[src/rtl/b06_pkg.sv]
// ----------------------------------------------------------------------------
// b06_pkg
// Shared definitions for the b06 counter/comparator block and the b06
// interrupt-handler FSM bench.
//
// Contents:
//   cnt_state_t  : counter sequencing states (IDLE, RUN, DONE)
//   CC_*         : encodings of the cc_mux comparison-reference select
//   USC_*        : encodings of the FSM exit code (uscite)
//   cc_is_valid  : helper that tells whether a select value names a reference
// ----------------------------------------------------------------------------
package b06_pkg;

    // Counter sequencing states.
    typedef enum logic [1:0] {
        IDLE = 2'b00,
        RUN  = 2'b01,
        DONE = 2'b10
    } cnt_state_t;

    // Comparison-reference select values driven by the FSM on cc_mux.
    localparam logic [1:0] CC_REF0 = 2'b00;
    localparam logic [1:0] CC_REFA = 2'b01;
    localparam logic [1:0] CC_REFB = 2'b10;
    localparam logic [1:0] CC_CNT  = 2'b11;

    // Exit codes the FSM reports on uscite when it acknowledges.
    localparam logic [1:0] USC_NONE  = 2'b00;
    localparam logic [1:0] USC_CODE1 = 2'b01;
    localparam logic [1:0] USC_CODE2 = 2'b10;
    localparam logic [1:0] USC_CODE3 = 2'b11;

    // Every 2-bit select value maps to a reference; kept as a helper so the
    // FSM bench can assert on its own cc_mux drive without hard-coding that.
    function automatic logic cc_is_valid(input logic [1:0] sel);
        logic ok;
        ok = 1'b0;
        case (sel)
            CC_REF0, CC_REFA, CC_REFB, CC_CNT: ok = 1'b1;
            default:                           ok = 1'b0;
        endcase
        return ok;
    endfunction

endpackage : b06_pkg

[src/rtl/b06_edge_det.sv]
// ----------------------------------------------------------------------------
// b06_edge_det
// One-bit rising-edge detector with synchronous active-high reset.
//
// Ports:
//   clock    in   sole clock, rising edge active
//   reset    in   synchronous active-high reset, clears history and pulse
//   i_sig    in   level to watch
//   o_rise   out  combinational: i_sig high now while history says low
//   o_pulse  out  registered one-cycle pulse following each rising edge
// ----------------------------------------------------------------------------
module b06_edge_det (
    input  logic clock,
    input  logic reset,
    input  logic i_sig,
    output logic o_rise,
    output logic o_pulse
);

    logic r_prev;
    logic r_pulse;

    // The edge is judged against the registered history, so a level held
    // high only produces a single edge no matter how long it stays up.
    assign o_rise = i_sig & ~r_prev;

    // History and pulse are both cleared by reset. Clearing the history
    // means a level that is already high when reset is released counts as a
    // fresh edge on the first free-running cycle.
    always_ff @(posedge clock) begin
        if (reset) begin
            r_prev  <= 1'b0;
            r_pulse <= 1'b0;
        end else begin
            r_prev  <= i_sig;
            r_pulse <= o_rise;
        end
    end

    assign o_pulse = r_pulse;

endmodule : b06_edge_det

[src/rtl/b06_count_cmp.sv]
// ----------------------------------------------------------------------------
// b06_count_cmp
// Counter/comparator companion to the b06 interrupt-handler FSM. Counts
// enabled cycles up to a terminal count, compares data_in against a selected
// reference, and latches the FSM exit code on each acknowledge edge.
//
// Parameters:
//   WIDTH  counter and data width
//   TERM   terminal count, 2 .. 2**WIDTH-1
//   REF0   constant reference used for cc_mux = CC_REF0
//
// Ports:
//   clock         in   sole clock, rising edge active
//   reset         in   synchronous active-high reset, dominates all inputs
//   enable_count  in   count enable from the FSM
//   ackout        in   acknowledge level from the FSM
//   cc_mux        in   comparison-reference select
//   uscite        in   FSM exit code
//   data_in       in   compared value and reference load value
//   load_a        in   load ref_a from data_in
//   load_b        in   load ref_b from data_in
//   cont_eql      out  terminal count reached
//   eql           out  registered data_in == selected reference
//   count         out  current count
//   code_out      out  uscite captured at the last ackout rising edge
//   ack_evt       out  one-cycle pulse per ackout rising edge
//
// Build option:
//   B06_CNT_AUTOCLR_EN  when defined, DONE lasts one cycle and the block
//                       returns to IDLE with count 0 regardless of enable,
//                       making cont_eql a single-cycle pulse. When undefined,
//                       DONE holds count at TERM until enable_count drops.
// ----------------------------------------------------------------------------
module b06_count_cmp
    import b06_pkg::*;
#(
    parameter int unsigned WIDTH = 4,
    parameter int unsigned TERM  = 10,
    parameter int unsigned REF0  = 0
) (
    input  logic             clock,
    input  logic             reset,
    input  logic             enable_count,
    input  logic             ackout,
    input  logic [1:0]       cc_mux,
    input  logic [1:0]       uscite,
    input  logic [WIDTH-1:0] data_in,
    input  logic             load_a,
    input  logic             load_b,
    output logic             cont_eql,
    output logic             eql,
    output logic [WIDTH-1:0] count,
    output logic [1:0]       code_out,
    output logic             ack_evt
);

    localparam logic [WIDTH-1:0] TERM_V    = WIDTH'(TERM);
    localparam logic [WIDTH-1:0] TERM_M1_V = WIDTH'(TERM - 1);
    localparam logic [WIDTH-1:0] REF0_V    = WIDTH'(REF0);
    localparam logic [WIDTH-1:0] ONE_V     = WIDTH'(1);
    localparam logic [WIDTH-1:0] ZERO_V    = '0;

    cnt_state_t       r_state;
    logic [WIDTH-1:0] r_count;
    logic             r_cont_eql;
    logic             r_eql;
    logic [WIDTH-1:0] r_ref_a;
    logic [WIDTH-1:0] r_ref_b;
    logic [1:0]       r_code;
    logic [WIDTH-1:0] w_ref;
    logic             w_ack_rise;
    logic             w_ack_pulse;

    // Counter sequencing. IDLE waits for enable and starts the count at 1,
    // RUN advances on enabled cycles and pauses otherwise, and DONE marks
    // the terminal count. The increment and the terminal test both use the
    // count as it stands this cycle, so cont_eql rises on the same edge the
    // count becomes TERM and the count can never pass TERM.
    always_ff @(posedge clock) begin
        if (reset) begin
            r_state    <= IDLE;
            r_count    <= ZERO_V;
            r_cont_eql <= 1'b0;
        end else begin
            case (r_state)
                IDLE: begin
                    if (enable_count) begin
                        r_count <= ONE_V;
                        r_state <= RUN;
                    end
                end
                RUN: begin
                    if (enable_count) begin
                        r_count <= r_count + ONE_V;
                        if (r_count == TERM_M1_V) begin
                            r_cont_eql <= 1'b1;
                            r_state    <= DONE;
                        end
                    end
                end
                DONE: begin
`ifdef B06_CNT_AUTOCLR_EN
                    r_count    <= ZERO_V;
                    r_cont_eql <= 1'b0;
                    r_state    <= IDLE;
`else
                    if (!enable_count) begin
                        r_count    <= ZERO_V;
                        r_cont_eql <= 1'b0;
                        r_state    <= IDLE;
                    end else begin
                        r_count    <= TERM_V;
                        r_cont_eql <= 1'b1;
                    end
`endif
                end
                default: begin
                    r_state    <= IDLE;
                    r_count    <= ZERO_V;
                    r_cont_eql <= 1'b0;
                end
            endcase
        end
    end

    // Reference select. Everything here reads register outputs, so the
    // compare always sees the references and count from before this edge.
    always_comb begin
        w_ref = REF0_V;
        case (cc_mux)
            CC_REF0: w_ref = REF0_V;
            CC_REFA: w_ref = r_ref_a;
            CC_REFB: w_ref = r_ref_b;
            CC_CNT:  w_ref = r_count;
            default: w_ref = REF0_V;
        endcase
    end

    // Registered comparator and the two loadable references. A load and a
    // compare in the same cycle naturally compare against the old value.
    always_ff @(posedge clock) begin
        if (reset) begin
            r_eql   <= 1'b0;
            r_ref_a <= ZERO_V;
            r_ref_b <= ZERO_V;
        end else begin
            r_eql <= (data_in == w_ref);
            if (load_a) begin
                r_ref_a <= data_in;
            end
            if (load_b) begin
                r_ref_b <= data_in;
            end
        end
    end

    // Acknowledge edge detection; its pulse register is the ack_evt output.
    b06_edge_det u_ack_edge (
        .clock   (clock),
        .reset   (reset),
        .i_sig   (ackout),
        .o_rise  (w_ack_rise),
        .o_pulse (w_ack_pulse)
    );

    // Exit-code capture on each acknowledge edge. Reset wins over an edge
    // arriving in the same cycle, so that edge is simply lost.
    always_ff @(posedge clock) begin
        if (reset) begin
            r_code <= USC_NONE;
        end else if (w_ack_rise) begin
            r_code <= uscite;
        end
    end

    assign cont_eql = r_cont_eql;
    assign eql      = r_eql;
    assign count    = r_count;
    assign code_out = r_code;
    assign ack_evt  = w_ack_pulse;

endmodule : b06_count_cmp

[config.mk]
export PLATFORM = sky130hd
export DESIGN_NAME = b06_count_cmp
export DESIGN_NICKNAME = d
export VERILOG_FILES = /design/src/rtl/b06_pkg.sv /design/src/rtl/b06_edge_det.sv /design/src/rtl/b06_count_cmp.sv
export SDC_FILE = /design/constraint.sdc
export NUM_CORES = 1
export LEC_CHECK = 0
export CORE_ASPECT_RATIO = 1.2
export CORE_MARGIN = 5
export CORE_UTILIZATION = 44
export CTS_CLUSTER_DIAMETER = 60
export DETAILED_ROUTE_END_ITERATION = 7
export GPL_ROUTABILITY_DRIVEN = 0
export MAX_ROUTING_LAYER = met4
export PLACE_DENSITY = 0.73
export SYNTH_ARGS = -nofsm -noshare
export SYNTH_HDL_FRONTEND = slang
export SYNTH_SLANG_ARGS = --single-unit
[constraint.sdc]
create_clock -name clock -period 1.6 [get_ports clock]
set_input_delay 0.4 -clock clock [delete_from_list [all_inputs] [get_ports clock]]
set_output_delay 0.4 -clock clock [all_outputs]
set_load 0.01 [all_outputs]
==> out/metrics.csv <==
metric,value,unit
clk_path_buf_depth,2,
r2r.worst_path.cells,5,
crit_slowest_cell,clkdlybuf4s50_1,
setup_violations,0,
required,1.20,ns
powerDensity,1130,nW/µm²
min_to,u_ack_edge.o_pulse,
path_buf_inv,1,
clkSlewWorstSetupHoldPaths,0.10,ns
syn_area,1070,µm²
finish.instance_area,1500,µm²
r2r_end,count[2],
synth_common_cells,"20 x dfxtp_1, 17 x nor2_1, 16 x mux2i_1",
post-route-period-util,96.8,%
ys_seq_area_share,37.3,%
drt-initial-drc-count,10,
synth_nets,135,
relSlewSlack,73.2,%
portBuffers,22,
rsz0062_at_grt,true,
crit_path_max_incr_delay,0.53,ns
cap_violations,0,
tightest_slew,0.392,ns
status,finished clean,
leakagePower,0.694,nW
routed_wl,2450,µm
synth_top_area_share,37.3,%
holdCritStartpoint,u_ack_edge.r_prev,
min_period,1.55,ns
io-pin-count,23,
avgSynthCellArea,9.42,µm²
cts_inserted_buffers,3,
ir_drop,0.860,mV
r2r_setup_slack,0.06,ns
crit_type,flip-flop to output port,
fp-row-count,19,
synth_seq_cells,20,
grt_overflow,0,
ant_nets,0,
cp_cell_sequence,clkdlybuf4s50_1,
drt-pass1-iter-count,4,
syn_inst,114,
synthToLayoutAreaGrowth,39.5,%
crit_start,eql,
initial_core_util,46.6,%
root_buffer,clkbuf_4,
drive_above_1_share,26.2,%
fillers,204,
yosys-top-cells-area,"dfxtp_1 37%, mux2i_1 15%, ha_1 8.2%",
wl_per_cell,13.6,µm
cts_max_level,1,
layout.nets,171,
die_h,64.1,µm
grt_max_degree,12,
min_path_type,flip-flop to flip-flop,
dpl_cell_area,1420,µm²
yosysTopAreaCell,dfxtp_1,
drc,0,
cts_hold_buffers,0,
synth_flop_cell,dfxtp_1,
r2r_start,r_state[0],
fin_cells,180,
skew,0.000767,ns
post_cts_buffers,0,
yosys_warnings,0,
endpoint_kind,output port,
insertion_delay,0.29,ns
core,2310,µm²
n_antenna_cell,0,
grt_pass1_vias,944,
cts_sinks,20,
worstPathMaxFanout,1,
via_per_inst,4.99,
synth_cell_types,30,
fmax,0.645,GHz
yosysMostFrequentCell,dfxtp_1,
tritoncts,built,
track_usage,15.2,%
startpoint_type,flip-flop,
chipWidth,55.1,µm
dp.cells,176,
antenna_found_initial,0,
finalMaxSlewViolations,0,
hold_depth,1,
synth_edf_count,0,
dr_total_vias,898,
die_area,3530,µm²
arrival,1.15,ns
final_util,64.9,%
timing_hold_violations_final,0,
dp_hpwl,1980,µm
critical_path.top_delay_family,buffers and inverters,
grt_pass1_wl,3830,µm
async_flop_share,0,%
kinds of logic (layout without fill, tap and decap cells):
group,count (synthesis),after routing,synth area share [%]
XOR/XNOR,5,5,4.08
buffers and inverters,11,46,4.19
flip-flops,20,20,37.3
AND/OR/NAND/NOR,38,38,18.8
multiplexers,18,18,17.4
adder cells (fa/ha/maj),7,7,8.16
AO/OA/AOI/OAI,15,15,10.1
metrics by stage:
step | setup WS, ns | power (mW) | hold slack [ns] | TNS [ns]
floorplan | 0.00531 | 1.02 | 0.392 | 0
global placement | -0.234 | 1.34 | 0.400 | -0.934
detailed placement | -0.271 | 1.38 | 0.412 | -1.10
CTS | 0.00637 | 1.69 | 0.433 | 0
global route | -0.00302 | 1.82 | 0.451 | -0.00302
finish | 0.0504 | 1.69 | 0.429 | 0
timing repair:
action,in CTS,in global routing
endpoints found under the setup margin,9,5
resized for setup,13,8
pin swaps,0,2
sequential cells by signal, indices dropped and copies added, names as in the netlist:
register,count
u_ack_edge.o_pulse,1
r_ref_a,4
r_state,2
cont_eql,1
code_out,2
r_ref_b,4
count,4
eql,1
u_ack_edge.r_prev,1
area by class of cell:
cell class                      instances  area, µm²  area share, %
Clock buffer                            4       36.3           2.42
Inverter                                4       15.0           1.00
Multi-Input combinational cell         83        659           44.0
Sequential cell                        20        407           27.2
Tap cell                               31       38.8           2.59
Timing Repair Buffer                   38        342           22.8
cell usage in the layout, fill, tap and decap left out, drive strengths merged, types with 4 or more instances in the layout:
cell type / n
a21oi: 5
buf: 16
nor2b: 7
nand2: 4
dfxtp: 20
inv: 4
dlygate4sd2: 5
clkdlybuf4s50: 14
ha: 7
nor2: 17
a22oi: 4
mux2i: 16
clkbuf: 4
how the worst max path moves through the flow:
stage,to,cells past startpoint
floorplan,r_state[0],6
global placement,eql,5
detailed placement,eql,5
CTS,count[2],5
global route,count[1],7
finish,eql,1
report_power, final:
part / switching (mW) / leakage, nW / internal, mW
combinational: 0.347 / 0.506 / 0.442
sequential: 0.0529 / 0.166 / 0.568
clock: 0.145 / 0.0210 / 0.139
total: 0.545 / 0.694 / 1.15
layer usage:
layer  part of all wire [%]  track usage [%]  wire (µm)
met4                    1.9             6.69         46
met3                    4.9             2.09        120
met5                      0                -          0
met2                     55             28.1       1360
met1                     38             14.7        929
(Power assumes the default switching activity.)
